$ cat config.mk
export PLATFORM = sky130hd
export DESIGN_NAME = fetch2_predecode_scan
export DESIGN_NICKNAME = d
export VERILOG_FILES = /design/src/rtl/fetch_pkg.sv /design/src/rtl/fetch2_cti_alloc.sv /design/src/rtl/fetch2_predecode_scan.sv
export SDC_FILE = /design/constraint.sdc
export NUM_CORES = 1
export LEC_CHECK = 0
export BUFFER_PORTS_ARGS = -buffer_cell sky130_fd_sc_hd__clkbuf_2
export CAP_MARGIN = 0
export CORE_AREA = 2 2 212 214
export DETAILED_ROUTE_END_ITERATION = 10
export DIE_AREA = 0 0 214 216
export PLACE_DENSITY = 0.61
export SETUP_SLACK_MARGIN = 0.02
export SKIP_CTS_REPAIR_TIMING = 1
export SLEW_MARGIN = 40
export SYNTH_ARGS = -nofsm -noshare
export SYNTH_HDL_FRONTEND = slang
export SYNTH_SLANG_ARGS = --single-unit
$ cat constraint.sdc
create_clock -name clk -period 6.9 [get_ports clk]
set_input_delay 0.69 -clock clk [delete_from_list [all_inputs] [get_ports clk]]
set_output_delay 0.69 -clock clk [all_outputs]
set_load 0.02 [all_outputs]
$ cat src/rtl/fetch_pkg.sv
// Shared fetch-stage definitions: CTI type encodings and index/tag width helpers.
package fetch_pkg;

  localparam logic [1:0] CTI_RTR  = 2'b00;
  localparam logic [1:0] CTI_CALL = 2'b01;
  localparam logic [1:0] CTI_JUMP = 2'b10;
  localparam logic [1:0] CTI_COND = 2'b11;

  function automatic int slotIdxW(input int fetchWidth);
    return (fetchWidth > 1) ? $clog2(fetchWidth) : 1;
  endfunction

  function automatic int tagW(input int depth);
    return (depth > 1) ? $clog2(depth) : 1;
  endfunction

  function automatic int countW(input int fetchWidth);
    return $clog2(fetchWidth) + 1;
  endfunction

endpackage

$ cat src/rtl/fetch2_cti_alloc.sv
// Control-queue tag allocator: circular head/tail/occupancy with commit and
// misprediction recovery; reports when the current bundle does not fit.
module fetch2_cti_alloc
  import fetch_pkg::*;
#(
  parameter int FETCH_WIDTH = 4,
  parameter int CTIQ_DEPTH  = 16,
  localparam int TW   = tagW(CTIQ_DEPTH),
  localparam int CW   = countW(FETCH_WIDTH),
  localparam int OW   = $clog2(CTIQ_DEPTH) + 1,
  localparam int SUMW = OW + 1
) (
  input  logic                      clk,
  input  logic                      reset,
  input  logic [FETCH_WIDTH-1:0]    allocMask,
  input  logic                      fire,
  input  logic [CW-1:0]             commitCount,
  input  logic                      recoverFlag,
  input  logic [TW-1:0]             recoverTag,
  output logic [FETCH_WIDTH*TW-1:0] ctiTag,
  output logic                      full
);

  logic [TW-1:0] headQ;
  logic [TW-1:0] tailQ;
  logic [OW-1:0] occQ;
  logic [CW-1:0] nAlloc;
  logic [TW-1:0] headNext;
  logic [TW-1:0] recoverOcc;

  // Tags are handed out consecutively from the tail in slot order.
  always_comb begin
    nAlloc = '0;
    ctiTag = '0;
    for (int i = 0; i < FETCH_WIDTH; i++) begin
      if (allocMask[i]) begin
        ctiTag[i*TW +: TW] = tailQ + TW'(nAlloc);
        nAlloc = nAlloc + CW'(1);
      end
    end
  end

  assign full       = (SUMW'(occQ) + SUMW'(nAlloc)) > SUMW'(CTIQ_DEPTH);
  assign headNext   = headQ + TW'(commitCount);
  assign recoverOcc = recoverTag + TW'(1) - headNext;

  // A zero modulo distance on recovery of a non-empty queue means it is completely full.
  always_ff @(posedge clk) begin
    if (reset) begin
      headQ <= '0;
      tailQ <= '0;
      occQ  <= '0;
    end else begin
      headQ <= headNext;
      if (recoverFlag) begin
        tailQ <= recoverTag + TW'(1);
        occQ  <= (recoverOcc == '0 && occQ != '0) ? OW'(CTIQ_DEPTH) : OW'(recoverOcc);
      end else begin
        if (fire) tailQ <= tailQ + TW'(nAlloc);
        occQ <= occQ + (fire ? OW'(nAlloc) : '0) - OW'(commitCount);
      end
    end
  end

endmodule

$ cat src/rtl/fetch2_predecode_scan.sv
// Fetch stage 2: latches a bundle, scans predecode for the first redirecting CTI,
// builds the valid mask, allocates CTI tags and raises early redirects on BTB misses.
// Optional FS2_PERF_CNT_EN adds saturating redirect and full-stall counters.
module fetch2_predecode_scan
  import fetch_pkg::*;
#(
  parameter int FETCH_WIDTH = 4,
  parameter int CTIQ_DEPTH  = 16,
  parameter int PC_W        = 32,
  parameter int INST_W      = 64,
  parameter int PC_STEP     = 8,
  localparam int SW = slotIdxW(FETCH_WIDTH),
  localparam int TW = tagW(CTIQ_DEPTH),
  localparam int CW = countW(FETCH_WIDTH)
) (
  input  logic                          clk,
  input  logic                          reset,
  input  logic                          fs1Ready_i,
  input  logic [PC_W-1:0]               pc_i,
  input  logic [SW-1:0]                 startSlot_i,
  input  logic [FETCH_WIDTH*INST_W-1:0] bundle_i,
  input  logic [FETCH_WIDTH-1:0]        isCtrl_i,
  input  logic [2*FETCH_WIDTH-1:0]      ctrlType_i,
  input  logic [FETCH_WIDTH-1:0]        predDir_i,
  input  logic [FETCH_WIDTH-1:0]        btbHit_i,
  input  logic [FETCH_WIDTH*PC_W-1:0]   predTarget_i,
  input  logic [PC_W-1:0]               rasTop_i,
  input  logic                          stall_i,
  input  logic                          flush_i,
  input  logic                          recoverFlag_i,
  input  logic [TW-1:0]                 recoverTag_i,
  input  logic [CW-1:0]                 commitCount_i,
  output logic [FETCH_WIDTH-1:0]        instValid_o,
  output logic [FETCH_WIDTH*TW-1:0]     ctiTag_o,
  output logic                          redirect_o,
  output logic [PC_W-1:0]               redirectTarget_o,
  output logic                          redirectCall_o,
  output logic                          redirectRtr_o,
  output logic                          fs2Ready_o,
  output logic                          ctiqFull_o
`ifdef FS2_PERF_CNT_EN
 ,output logic [31:0]                   redirectCnt_o,
  output logic [31:0]                   fullStallCnt_o
`endif
);

  logic                        validQ;
  logic [SW-1:0]               startSlotQ;
  logic [FETCH_WIDTH-1:0]      isCtrlQ;
  logic [2*FETCH_WIDTH-1:0]    ctrlTypeQ;
  logic [FETCH_WIDTH-1:0]      predDirQ;
  logic [FETCH_WIDTH-1:0]      btbHitQ;
  logic [FETCH_WIDTH*PC_W-1:0] predTargetQ;
  logic [PC_W-1:0]             rasTopQ;

  logic                   fire;
  logic                   load;
  logic                   full;
  logic                   found;
  logic [SW-1:0]          k;
  logic [1:0]             kType;
  logic [FETCH_WIDTH-1:0] instValid;

  assign fire = validQ & ~stall_i & ~full;
  assign load = fs1Ready_i & (~validQ | fire);

  // Clearing wins over loading so a flushed or recovered bundle never survives.
  always_ff @(posedge clk) begin
    if (reset || flush_i || recoverFlag_i) validQ <= 1'b0;
    else if (load)                         validQ <= 1'b1;
    else if (fire)                         validQ <= 1'b0;

    if (reset) begin
      startSlotQ  <= '0;
      isCtrlQ     <= '0;
      ctrlTypeQ   <= '0;
      predDirQ    <= '0;
      btbHitQ     <= '0;
      predTargetQ <= '0;
      rasTopQ     <= '0;
    end else if (load) begin
      startSlotQ  <= startSlot_i;
      isCtrlQ     <= isCtrl_i;
      ctrlTypeQ   <= ctrlType_i;
      predDirQ    <= predDir_i;
      btbHitQ     <= btbHit_i;
      predTargetQ <= predTarget_i;
      rasTopQ     <= rasTop_i;
    end
  end

  // Scanning from the top down leaves k at the lowest qualifying slot.
  always_comb begin
    found = 1'b0;
    k     = '0;
    for (int i = FETCH_WIDTH - 1; i >= 0; i--) begin
      if (SW'(i) >= startSlotQ && isCtrlQ[i] &&
          (predDirQ[i] || ctrlTypeQ[2*i +: 2] != CTI_COND)) begin
        found = 1'b1;
        k     = SW'(i);
      end
    end
  end

  always_comb begin
    instValid = '0;
    for (int i = 0; i < FETCH_WIDTH; i++) begin
      instValid[i] = validQ && (SW'(i) >= startSlotQ) && (!found || SW'(i) <= k);
    end
  end

  fetch2_cti_alloc #(
    .FETCH_WIDTH (FETCH_WIDTH),
    .CTIQ_DEPTH  (CTIQ_DEPTH)
  ) ctiAlloc (
    .clk         (clk),
    .reset       (reset),
    .allocMask   (instValid & isCtrlQ),
    .fire        (fire),
    .commitCount (commitCount_i),
    .recoverFlag (recoverFlag_i),
    .recoverTag  (recoverTag_i),
    .ctiTag      (ctiTag_o),
    .full        (full)
  );

  assign kType            = ctrlTypeQ[2*k +: 2];
  assign instValid_o      = instValid;
  assign ctiqFull_o       = full;
  assign fs2Ready_o       = fire;
  assign redirect_o       = fire & found & ~btbHitQ[k];
  assign redirectRtr_o    = redirect_o & (kType == CTI_RTR);
  assign redirectCall_o   = redirect_o & (kType == CTI_CALL);
  assign redirectTarget_o = !redirect_o        ? '0 :
                            (kType == CTI_RTR) ? rasTopQ : predTargetQ[k*PC_W +: PC_W];

`ifdef FS2_PERF_CNT_EN
  always_ff @(posedge clk) begin
    if (reset) begin
      redirectCnt_o  <= '0;
      fullStallCnt_o <= '0;
    end else begin
      if (redirect_o && redirectCnt_o != '1)            redirectCnt_o  <= redirectCnt_o + 32'd1;
      if (validQ && full && fullStallCnt_o != '1)       fullStallCnt_o <= fullStallCnt_o + 32'd1;
    end
  end
`else
  // Performance counters are compiled out in this build.
`endif

endmodule

# == Yosys cells after proc, flatten, opt, wreduce, memory -nomap -nowiden ==
# Cells that the tools add are included.
# totals
register_bits,196
in_bits,483
out_inout_bits,57
wordCells,114
# classes
add_sub_neg,13
order_cmp,10
eq_ne,5
shifts,2
muxes,27
n_bitwise,13
n_reduce_logical,33
# ops
op,n
indexed part select 128 x 8 -> 32 bit,1
2-to-1 mux 32 bit,2
2-to-1 mux 4 bit,6
logical AND 1 bit,17
adder 4 x 3 -> 4 bit,4
2-to-1 mux 3 bit,4
logical OR 1 bit,10
2-to-1 mux 5 bit,2
2-to-1 mux 1 bit,8
2-to-1 mux 2 bit,4
!= test 2 bit (second input constant),4
indexed part select 8 x 4 -> 2 bit,1
bitwise AND 1 bit,7
adder 3 x 1 -> 3 bit (second input constant),2
adder 5 x 3 -> 6 bit,1
greater-than comparator 6 x 5 -> 1 bit (second input constant),1
adder 5 bit,1
nonzero test 5 bit,1
subtractor 5 x 3 -> 5 bit,1
adder 4 x 1 -> 4 bit,1
adder 4 x 1 -> 4 bit (second input constant),1
bitwise AND 4 bit,1
>= comparator 1 x 2 -> 1 bit (first input constant),2
>= comparator 2 bit (first input constant),2
13 further kinds,19

# == Depth between registers and ports, before layout ==
# Gate-level depths: netlist (run 1).
# depth
word_depth,26
depth_mapped,27
ltp_nobuf,27

# == Cells and area by module ==
# A second synthesis (run 1) with hierarchy kept.
# unflattened
hier_cells,1266
hier_area_um2,9440.3
# modules_own_cells
module,n_inst,cells_per_inst,area_each_um2,seq_area_each_um2
fetch2_predecode_scan,1,1073,7791.2,3663.5
fetch2_cti_alloc,1,193,1649.1,260.2

# == Least setup slack after synthesis (run 1) ==
# No wires, ideal clock.
# synth_path
kind,flip-flop to flip-flop
startpoint,register startSlotQ[1]
endpoint,register ctiAlloc.occQ[4]
setup_time_ns,0.128
arrival_ns,5.533
required_ns,6.772
setup_slack_ns,1.239
path_stages_with_launch,26
path_buffers,0
period_less_slack_ns,5.661
cell_sequence,dfxtp_1 > nor2_1 > and3_1 > nor2_1 > nand2_1 > inv_1 > ha_1 > xnor2_1 > inv_1 > ha_1 > mux2_2 > ha_1 > a21o_1 > a21oi_1 > a21oi_1 > o221ai_1 > inv_1 > nand2_1 > fa_1 > fa_1 > inv_1 > a21o_1 > a21oi_1 > xor2_1 > a2bb2oi_1 > nor2_1
# synth_between
word_cells_on_any_way,53
cone_classes,add/sub (6); order compare (9); mux (14); bitwise (3); reduce/logical (21)
# synth_lines
item,line,text
start: declaration,fetch2_predecode_scan.sv:48,logic [SW-1:0] startSlotQ;
start signal: assignment,fetch2_predecode_scan.sv:82,startSlotQ <= startSlot_i;
>= comparator 2 bit,fetch2_predecode_scan.sv:97,if (SW'(i) >= startSlotQ && isCtrlQ[i] &&
logical AND 1 bit (2 in a row),fetch2_predecode_scan.sv:97,
2-to-1 mux 2 bit / 2-to-1 mux 1 bit (equally long branches) (4 in a row),fetch2_predecode_scan.sv:97,
less-or-equal comparator 1 x 2 -> 1 bit / zero test 1 bit (equally long branches),fetch2_predecode_scan.sv:108,instValid[i] = validQ && (SW'(i) >= startSlotQ) && (!found || SW'(i) <= k);
logical OR 1 bit,fetch2_predecode_scan.sv:108,
logical AND 1 bit *,fetch2_predecode_scan.sv:108,
named net instValid_o[1],fetch2_predecode_scan.sv:33,"output logic [FETCH_WIDTH-1:0] instValid_o,"
bitwise AND 4 bit *,fetch2_predecode_scan.sv:118,".allocMask (instValid & isCtrlQ),"
(+6 left out),-,
greater-than comparator 6 x 5 -> 1 bit *,fetch2_cti_alloc.sv:43,assign full = (SUMW'(occQ) + SUMW'(nAlloc)) > SUMW'(CTIQ_DEPTH);
NOT 1 bit *,fetch2_predecode_scan.sv:64,assign fire = validQ & ~stall_i & ~full;
bitwise AND 1 bit *,fetch2_predecode_scan.sv:64,
named net fs2Ready_o,fetch2_predecode_scan.sv:39,"output logic fs2Ready_o,"
2-to-1 mux 3 bit *,fetch2_cti_alloc.sv:60,occQ <= occQ + (fire ? OW'(nAlloc) : '0) - OW'(commitCount);
adder 5 bit *,fetch2_cti_alloc.sv:60,
subtractor 5 x 3 -> 5 bit *,fetch2_cti_alloc.sv:60,
2-to-1 mux 5 bit *,fetch2_cti_alloc.sv:55,if (recoverFlag) begin
end signal: assignment,fetch2_cti_alloc.sv:57,occQ <= (recoverOcc == '0 && occQ != '0) ? OW'(CTIQ_DEPTH) : OW'(recoverOcc);
end signal: assignment,fetch2_cti_alloc.sv:60,
end: declaration,fetch2_cti_alloc.sv:26,logic [OW-1:0] occQ;
# The timed path passes the listed nets; every way through them passes the cells marked *.
# A chain may end at the register's enable or synchronous reset.

# == Worst setup path in the final report (run 1) ==
# layout_path
startpoint,register ctrlTypeQ[0]
endpoint,output redirectTarget_o[31]
# layout_between
elab_chain_cells,22
word_cells_on_any_way,40
cone_classes,add/sub (4); order compare (5); eq/ne (1); shift (2); mux (10); bitwise (6); reduce/logical (12)
# layout_rtl
item,line,text
start: declaration,fetch2_predecode_scan.sv:50,logic [2*FETCH_WIDTH-1:0] ctrlTypeQ;
start signal: assignment,fetch2_predecode_scan.sv:84,ctrlTypeQ <= ctrlType_i;
!= test 2 bit,fetch2_predecode_scan.sv:98,(predDirQ[i] || ctrlTypeQ[2*i +: 2] != CTI_COND)) begin
logical OR 1 bit,fetch2_predecode_scan.sv:98,
logical AND 1 bit,fetch2_predecode_scan.sv:97,
2-to-1 mux 2 bit / 2-to-1 mux 1 bit (equally long branches),fetch2_predecode_scan.sv:97,
less-or-equal comparator 1 x 2 -> 1 bit / zero test 1 bit (equally long branches),fetch2_predecode_scan.sv:108,
logical OR 1 bit,fetch2_predecode_scan.sv:108,
logical AND 1 bit,fetch2_predecode_scan.sv:108,
bitwise AND 4 bit,fetch2_predecode_scan.sv:118,
(+5 left out),-,
adder 3 x 1 -> 3 bit,fetch2_cti_alloc.sv:38,nAlloc = nAlloc + CW'(1);
2-to-1 mux 3 bit,fetch2_cti_alloc.sv:36,if (allocMask[i]) begin
adder 5 x 3 -> 6 bit,fetch2_cti_alloc.sv:43,
greater-than comparator 6 x 5 -> 1 bit,fetch2_cti_alloc.sv:43,
NOT 1 bit,fetch2_predecode_scan.sv:64,
bitwise AND 1 bit,fetch2_predecode_scan.sv:64,
bitwise AND 1 bit (2 in a row),fetch2_predecode_scan.sv:131,assign redirect_o = fire & found & ~btbHitQ[k];
2-to-1 mux 32 bit *,fetch2_predecode_scan.sv:134,assign redirectTarget_o = !redirect_o ? '0 :
end: declaration,fetch2_predecode_scan.sv:36,"output logic [PC_W-1:0] redirectTarget_o,"
# Every way passes the cells marked *; elsewhere a longest branch is shown, timed or not. The select of a mux whose other input is x is not followed.

==> results of run 1 <==
==> where the power goes <==
group          internal, uW  switching, uW
Combinational           361            454
Clock                   598            498
Sequential             1240           77.4
Total                  2200           1030
==> cell usage in the layout, fill, tap and decap left out, types with 24 or more instances in the layout <==
master    instances
nand2b_1        370
clkbuf_2        250
dfxtp_1         196
mux2i_1         184
nor2_1           87
a21oi_1          51
nand2_1          46
o22ai_1          33
a2111o_1         32
ha_1             31
inv_1            24
==> area by class of cell <==
cell class | count | area share
Antenna cell | 3 | 0.000542
Sequential cell | 196 | 0.283
Clock buffer | 19 | 0.0327
Tap cell | 592 | 0.0535
Inverter | 26 | 0.00705
Timing Repair Buffer | 275 | 0.111
Multi-Input combinational cell | 947 | 0.500
Clock inverter | 12 | 0.0122
==> kinds of logic after synthesis <==
| kind of cell | Yosys count | synth area share |
|---|---|---|
| buffers and inverters | 117 | 0.0440 |
| muxes | 185 | 0.164 |
| DFF | 196 | 0.348 |
| adders and majority gates | 40 | 0.0504 |
| AOI/OAI and AO/OA | 149 | 0.0979 |
| xor gates and xnor gates | 21 | 0.0175 |
| and+or+nand+nor | 552 | 0.278 |
==> per-layer routing <==
layer,track usage,routed length (um),vias up
li1,-,-,4655
met1,0.262,21000,4212
met2,0.185,12500,287
met3,0.0431,2570,31
met4,0.0399,575,2
met5,0,10,-
==> flip-flops by register name (all words and copies together) (netlist names) <==
name	count
ctiAlloc.tailQ	4
ctrlTypeQ	8
ctiAlloc.headQ	4
isCtrlQ	4
predDirQ	4
btbHitQ	4
rasTopQ	32
startSlotQ	2
predTargetQ	128
ctiAlloc.occQ	5
validQ	1
==> worst max-delay path, stage by stage, from the launching register on <==
cell      delay [ps]
dfxtp_1          460
nand3b_1         210
and3_1           310
nor2_1           230
nand2_1          190
inv_1            210
ha_1             180
inv_1             30
mux2i_1          510
ha_1             250
nand2_1           60
xnor2_1          430
ha_1             350
nor2b_1          140
o21ai_1          160
xor2_1           250
o221ai_1         200
buf_4            220
a221o_2          330
buf_4            220
a21oi_1          170
clkbuf_2         260
==> metrics by stage <==
step | hold slack (ps) | setup WS [ps]
3_3_place_gp | 459 | 839
5_1_grt | 391 | 84.9
4_1_cts | 380 | 410
2_1_floorplan | 443 | 1240
3_5_place_dp | 460 | 802
6_report | 408 | 357
==> how the worst min path moves through the flow <==
stage	startpoint	endpoint	slack [ps]	cells after the start
2_1_floorplan	predDirQ[0]	predDirQ[0]	440	2
3_3_place_gp	predTargetQ[65]	predTargetQ[65]	460	2
3_5_place_dp	predTargetQ[92]	predTargetQ[92]	460	2
4_1_cts	flush_i	validQ	380	2
5_1_grt	flush_i	validQ	390	2
6_report	flush_i	validQ	410	2
==> impl_metrics.env, run 1 <==
export IMPL_status="complete, no violations"
export IMPL_rsz0062_at_grt="false"
export IMPL_yosys_warnings=0
export IMPL_avgSynthCellArea_um2=8.95
export IMPL_n_fill_cell=4620
export IMPL_final_seq_area_um2=3920
export IMPL_synth_cells=1260
export IMPL_cp_end_kind="primary output"
export IMPL_dp_cells=2036
export IMPL_grtUsageTotal=0.157
export IMPL_hp_class="primary input to register"
export IMPL_reg2regPathDepth=25
export IMPL_ir_drop_mv=0.158
export IMPL_slew_violations=0
export IMPL_cp_start_kind="register"
export IMPL_synth_edf_count=0
export IMPL_gp_congestion=0.842
export IMPL_hpwl_um=27200
export IMPL_cellPowerDensity_nw_per_um2=233
export IMPL_setup_worst_path_class="register to primary output"
export IMPL_critPathLaunch="ctrlTypeQ[0]"
export IMPL_tns_ps=0
export IMPL_die_x_um=214
export IMPL_drc=0
export IMPL_tightest_slew_ps=802
export IMPL_dr_pass1_iters=5
export IMPL_ys_flop_type="dfxtp_1"
export IMPL_root_buffer="clkbuf_16"
export IMPL_max_slew_margin=0.465
export IMPL_rr_endpoint="ctiAlloc.occQ[4]"
export IMPL_cts_sinks=196
export IMPL_rows=77
export IMPL_wire_per_inst_um=17.7
export IMPL_worstPathRequired_ps=6210
export IMPL_vias_per_cell=4.44
export IMPL_routed_wl_um=36600
export IMPL_grt_ovfl_total=0
export IMPL_first_iter_violations=596
export IMPL_seq_area_frac_synth=0.348
export IMPL_post_route_min_period_ps=6540
export IMPL_drive_gt1_frac=0.215
export IMPL_synth_seq_cells=196
export IMPL_antenna_found_initial=4
export IMPL_htreeDepth=4
export IMPL_grt_pass1_vias=8941
export IMPL_grt_first_pass_wirelength_um=54800
export IMPL_area_growth_pct=22.9
export IMPL_r2r_start="ctrlTypeQ[0]"
export IMPL_p_total_uw=3230
export IMPL_synth_area_top_cells="dfxtp_1, nand2b_1, mux2i_1, ha_1, a2111o_1"
export IMPL_cts_tree="yes"
export IMPL_io_buffer_count=251
export IMPL_p_leak_uw=0.00632
export IMPL_path_clk_slew_ps=70
export IMPL_crit_fanout=16
export IMPL_die_height_um=216
export IMPL_multi_input_area_um2=6920
export IMPL_fin_util=0.316
export IMPL_synth_top_area_frac=0.348
export IMPL_netlist_area_um2=11300
export IMPL_setup_viol=0
export IMPL_vias=9187
export IMPL_skew_ps=12.4
export IMPL_place_area_um2=13200
export IMPL_yosys_area_top_type="dfxtp_1"
export IMPL_syn_nets=1783
export IMPL_fmax_ghz=0.153
export IMPL_synthDistinctLibCells=52
export IMPL_ys_top_cells_by_count="nand2b_1, dfxtp_1, mux2i_1"
export IMPL_die_area_um2=46200
export IMPL_clock_latency_ps=460
export IMPL_max_cap_violations=0
export IMPL_antenna_left=0
export IMPL_period_share=0.948
export IMPL_cts_path_max_buffers=2
export IMPL_stdcell_area_um2=13900
export IMPL_grt_max_degree=161
export IMPL_cts_inserted_buffers=17
export IMPL_yosysMostFrequentCell="nand2b_1"
export IMPL_cp_endpoint="redirectTarget_o[31]"
export IMPL_core_area_um2=43800
export IMPL_start_util=0.257
export IMPL_nets=1986
export IMPL_async_reset_ff_frac=0
export IMPL_io_pins=540
export IMPL_arrival_ps=5850
export IMPL_r2r_setup_slack_ps=700
export IMPL_final_cells=2070
export IMPL_hold_violations=0
No activity file was read; power rests on OpenSTA's default activity.
==> inputs of run 2 (changes only) <==
--- a/config.mk
+++ b/config.mk
@@ -11,6 +11,7 @@
 export DETAILED_ROUTE_END_ITERATION = 10
 export DIE_AREA = 0 0 214 216
 export PLACE_DENSITY = 0.61
+export RECOVER_POWER = 100
 export SETUP_SLACK_MARGIN = 0.02
 export SKIP_CTS_REPAIR_TIMING = 1
 export SLEW_MARGIN = 40
==> impl_metrics.env, run 2 (synthesized netlist as in run 1, its figures left out) <==
export IMPL_grt_ovfl_total=0
export IMPL_power_frac_comb=0.249
export IMPL_gp_congestion=0.842
export IMPL_final_common_cell="nand2b_1"
export IMPL_cts_path_max_buffers=2
export IMPL_cts_sinks=196
export IMPL_p_int_uw=2190
export IMPL_nets=1986
export IMPL_htreeDepth=4
export IMPL_first_iter_violations=604
export IMPL_top_usage_layer="met1"
export IMPL_skew_ps=12.7
export IMPL_status="finished, violations left"
export IMPL_max_slew_margin=-2.30
export IMPL_tightest_slew_ps=4950
export IMPL_top_register="predTargetQ"
export IMPL_drive_gt1_frac=0.179
export IMPL_p_leak_uw=0.00611
export IMPL_wire_per_inst_um=17.7
export IMPL_path_clk_slew_ps=70
export IMPL_mostFrequentLayoutCells="nand2b_1, clkbuf_2, dfxtp_1"
export IMPL_path_common_cell="ha_1"
export IMPL_crit_chain="nand3b_1, and3_1, nor2_1, nand2_1, inv_1, ha_1, inv_1, mux2i_1, ha_1, mux2_2, ha_1, a21o_1, a21oi_1, nor2_1, or3_1, o22ai_1, buf_8, buf_4, mux2i_1"
export IMPL_top_regs="predTargetQ (128), rasTopQ (32), ctrlTypeQ (8)"
export IMPL_stdcell_area_um2=13600
export IMPL_grtUsageTotal=0.157
export IMPL_io_pins=540
export IMPL_grt_pass1_vias=8941
export IMPL_post_route_min_period_ps=6430
export IMPL_setup_worst_path_class="register to register"
export IMPL_drc=0
export IMPL_worstPathRequired_ps=7280
export IMPL_crit_fanout=37
export IMPL_root_buffer="clkbuf_16"
export IMPL_largest_reg_flops=128
export IMPL_sequentialPowerShare=0.410
export IMPL_cellPowerDensity_nw_per_um2=235
export IMPL_swShare=0.319
export IMPL_core_area_um2=43800
export IMPL_dr_pass1_iters=5
export IMPL_crit_family="compound AO/OA/AOI/OAI gates"
export IMPL_cts_tree="yes"
export IMPL_max_cap_violations=3
export IMPL_area_growth_pct=21.1
export IMPL_cp_end_kind="register"
export IMPL_met1_usage=0.262
export IMPL_vias=9224
export IMPL_p_clk_frac=0.341
export IMPL_rsz0062_at_grt="false"
export IMPL_die_height_um=216
export IMPL_grt_use_met2=0.185
export IMPL_failed_checks="max-capacitance violations, max-slew violations"
export IMPL_arrival_ps=6810
export IMPL_cp_buffers_inverters=4
export IMPL_die_area_um2=46200
export IMPL_p_sw_uw=1020
export IMPL_start_util=0.257
export IMPL_use_met3=0.0431
export IMPL_cts_inserted_buffers=17
export IMPL_place_area_um2=13200
export IMPL_hold_worst_slack_ps=410
export IMPL_routed_wl_um=36700
export IMPL_fmax_ghz=0.156
export IMPL_grt_first_pass_wirelength_um=54800
export IMPL_hp_class="primary input to register"
export IMPL_die_x_um=214
export IMPL_antenna_left=0
export IMPL_hold_violations=0
export IMPL_slowest_delay_ps=1200
export IMPL_antenna_found_initial=4
export IMPL_rows=77
export IMPL_tns_ps=0
export IMPL_hpwl_um=27200
export IMPL_ir_drop_mv=0.162
export IMPL_io_buffer_count=251
export IMPL_grt_max_degree=161
export IMPL_period_share=0.932
export IMPL_clock_latency_ps=460
export IMPL_n_fill_cell=4654
export IMPL_slowest_stage="o22ai_1"
export IMPL_slew_violations=204
export IMPL_cp_start_kind="register"
export IMPL_vias_per_cell=4.45
export IMPL_setup_viol=0
-- run 2: cell count changes in the layout (fill, tap and decap cells not counted), moves of 4 or more --
cell | previous run | this run
buf_4 | 15 | 9
buf_12 | 6 | 0
clkbuf_4 | 0 | 4
clkbuf_2 | 250 | 209
clkbuf_1 | 0 | 50
-- run 2: layout make-up --
| type | count | area [um^2] | area share |
|---|---|---|---|
| Multi-Input combinational cell | 947 | 6880 | 0.504 |
| Clock inverter | 12 | 169 | 0.0124 |
| Clock buffer | 19 | 453 | 0.0332 |
| Tap cell | 592 | 741 | 0.0543 |
| Sequential cell | 196 | 3920 | 0.287 |
| Timing Repair Buffer | 275 | 1370 | 0.101 |
| Antenna cell | 4 | 10.0 | 0.000733 |
| Inverter | 26 | 97.6 | 0.00715 |
-- run 2: layer usage --
metal  up-vias  part of all wire
met5         -           0.00027
met4         2             0.015
met3        29             0.063
met2       260              0.34
met1      4280              0.58
li1       4653                 -
-- run 2: per-stage QoR --
step / utilization / std cells / setup WS, ps / power [uW]
after floorplan: - / 1260 / 1240 / 1880
after global placement: 0.301 / 2034 / 839 / 2140
after detailed placement: 0.301 / 2036 / 802 / 2160
after CTS: 0.316 / 2067 / 410 / 3270
after global routing: 0.311 / 2069 / 43.9 / 3390
final: 0.311 / 2071 / 469 / 3210
-- run 2: path summary, 6_finish.rpt --
path / slack [ps] / endpoint / start / cells after the start
max: 470 / ctrlTypeQ[1] / ctrlTypeQ[0] / 19
min: 410 / validQ / flush_i / 2
max reg2reg: 470 / ctrlTypeQ[1] / ctrlTypeQ[0] / 19
min reg2reg: 470 / rasTopQ[25] / rasTopQ[25] / 2
-- run 2: power by group through the flow --
stage	clock (uW)	sequential, uW	combinational (uW)
floorplan	0	1320	564
global placement	0	1340	799
detailed placement	0	1340	817
CTS	1140	1320	821
global route	1170	1330	885
finish	1090	1320	801
-- run 2: worst register-to-register path, cell delays in order (launching register included) --
cell      delay, ps
dfxtp_1         460
nand3b_1        160
and3_1          290
nor2_1          230
nand2_1         190
inv_1           190
ha_1            170
inv_1            40
mux2i_1         530
ha_1            350
mux2_2          340
ha_1            300
a21o_1          160
a21oi_1         310
nor2_1           80
or3_1           310
o22ai_1        1200
buf_8           240
buf_4           550
mux2i_1         290
==> inputs of run 3 (changes only) <==
--- a/config.mk
+++ b/config.mk
@@ -5,12 +5,12 @@
 export SDC_FILE = /design/constraint.sdc
 export NUM_CORES = 1
 export LEC_CHECK = 0
-export BUFFER_PORTS_ARGS = -buffer_cell sky130_fd_sc_hd__clkbuf_2
 export CAP_MARGIN = 0
-export CORE_AREA = 2 2 212 214
+export CORE_AREA = 2 2 208 210
 export DETAILED_ROUTE_END_ITERATION = 10
-export DIE_AREA = 0 0 214 216
-export PLACE_DENSITY = 0.61
+export DIE_AREA = 0 0 210 212
+export DONT_BUFFER_PORTS = 1
+export PLACE_DENSITY = 0.51
 export RECOVER_POWER = 100
 export SETUP_SLACK_MARGIN = 0.02
 export SKIP_CTS_REPAIR_TIMING = 1
==> constraint.sdc (replaced) <==
create_clock -name clk -period 6.9 [get_ports clk]
set_input_delay 1.38 -clock clk [delete_from_list [all_inputs] [get_ports clk]]
set_output_delay 1.38 -clock clk [all_outputs]
set_load 0.02 [all_outputs]
==> impl_metrics.env, run 3 (synthesized netlist as in run 1, its figures left out) <==
export IMPL_ir_drop_mv=0.108
export IMPL_vias=8445
export IMPL_hp_class="register to register"
export IMPL_mostFrequentLayoutCells="nand2b_1, dfxtp_1, mux2i_1"
export IMPL_rows=76
export IMPL_failed_checks="max-capacitance violations, max-slew violations"
export IMPL_post_route_min_period_ps=6530
export IMPL_clock_latency_ps=470
export IMPL_grtUsageTotal=0.163
export IMPL_cp_end_kind="primary output"
export IMPL_setup_viol=0
export IMPL_vias_per_cell=4.69
export IMPL_path_common_cell="ha_1"
export IMPL_grt_pass1_vias=8299
export IMPL_io_buffer_count=0
export IMPL_cts_path_max_buffers=2
export IMPL_htreeDepth=4
export IMPL_slew_violations=9
export IMPL_area_growth_pct=11.8
export IMPL_arrival_ps=5150
export IMPL_core_area_um2=42500
export IMPL_cellPowerDensity_nw_per_um2=247
export IMPL_cts_tree="yes"
export IMPL_status="finished, violations left"
export IMPL_grt_ovfl_total=0
export IMPL_start_util=0.265
export IMPL_wire_per_inst_um=20.4
export IMPL_hpwl_um=26000
export IMPL_grt_first_pass_wirelength_um=53500
export IMPL_top_regs="predTargetQ (128), rasTopQ (32), ctrlTypeQ (8)"
export IMPL_max_slew_margin=-0.367
export IMPL_die_x_um=210
export IMPL_nets=1762
export IMPL_slowest_stage="and2_1"
export IMPL_p_leak_uw=0.00533
export IMPL_io_pins=540
export IMPL_drc=0
export IMPL_antenna_left=0
export IMPL_max_cap_violations=1
export IMPL_crit_fanout=35
export IMPL_setup_worst_path_class="register to primary output"
export IMPL_cts_sinks=196
export IMPL_tightest_slew_ps=2050
export IMPL_crit_chain="nand2b_1, nor2_1, clkbuf_1, and2_1, ha_1, xnor2_2, inv_1, ha_1, mux2_2, ha_1, a21o_1, a21oi_1, a21oi_2, o221ai_2, a221o_2, buf_12, a21oi_1, buf_4"
export IMPL_top_register="predTargetQ"
export IMPL_antenna_found_initial=11
export IMPL_die_height_um=212
export IMPL_n_fill_cell=4521
export IMPL_p_total_uw=3110
export IMPL_hold_violations=0
export IMPL_slowest_delay_ps=380
export IMPL_fin_util=0.296
export IMPL_cts_inserted_buffers=17
export IMPL_rsz0062_at_grt="false"
export IMPL_root_buffer="clkbuf_16"
export IMPL_grt_max_degree=381
export IMPL_skew_ps=17.2
export IMPL_drive_gt1_frac=0.0783
export IMPL_cp_start_kind="register"
export IMPL_fmax_ghz=0.153
export IMPL_path_clk_slew_ps=80
export IMPL_period_share=0.946
export IMPL_worstPathRequired_ps=5520
export IMPL_routed_wl_um=36600
export IMPL_die_area_um2=44500
export IMPL_first_iter_violations=540
export IMPL_largest_reg_flops=128
export IMPL_dr_pass1_iters=4
export IMPL_gp_congestion=0.816
export IMPL_final_common_cell="nand2b_1"
-- run 3: cell type report --
class | count | area, um^2 | area share
Multi-Input combinational cell | 947 | 6920 | 0.549
Sequential cell | 196 | 3930 | 0.312
Tap cell | 546 | 683 | 0.0542
Clock buffer | 20 | 457 | 0.0362
Timing Repair Buffer | 51 | 367 | 0.0291
Clock inverter | 12 | 146 | 0.0116
Inverter | 26 | 97.6 | 0.00775
Antenna cell | 2 | 5.00 | 0.000397
-- run 3: metal layers --
layer | track usage | share of wire
met1 | 0.260 | 0.56
met2 | 0.199 | 0.35
met3 | 0.0591 | 0.077
met4 | 0.0350 | 0.011
met5 | 0 | 0.0028
-- run 3: worst paths after layout --
kind | start | slack (ps) | depth (start not counted) | end
min | predTargetQ[92] | 470 | 2 | predTargetQ[92]
max reg2reg | startSlotQ[1] | 470 | 17 | isCtrlQ[1]
max | startSlotQ[1] | 370 | 18 | redirectTarget_o[16]
min reg2reg | predTargetQ[92] | 470 | 2 | predTargetQ[92]
-- run 3: metrics by stage --
| step | setup TNS [ps] | instance area (um^2) | setup slack [ps] | hold WS [ps] | instances |
|---|---|---|---|---|---|
| 5_1_grt | 0 | 12600 | 34.2 | 485 | 1798 |
| 3_3_place_gp | 0 | 12000 | 424 | 457 | 1765 |
| 2_1_floorplan | 0 | 11300 | 1010 | 443 | 1260 |
| 3_5_place_dp | 0 | 12100 | 357 | 460 | 1766 |
| 6_report | 0 | 12600 | 370 | 474 | 1800 |
| 4_1_cts | -2430 | 12700 | -105 | 476 | 1798 |
-- run 3: critical path: cells and delay by family, from the launching register on --
family,cells,cell delay (ps)
flip-flops,1,370
adder cells (fa/ha/maj),3,920
buffers and inverters,4,770
XOR/XNOR,1,200
AO/OA/AOI/OAI,6,1300
AND/OR/NAND/NOR,3,710
multiplexers,1,340
-- run 3: report_power, final --
group	switching (uW)	internal, uW	total [uW]
Combinational	414	311	724
Sequential	75.7	1240	1320
Clock	511	563	1070
Total	1000	2110	3110
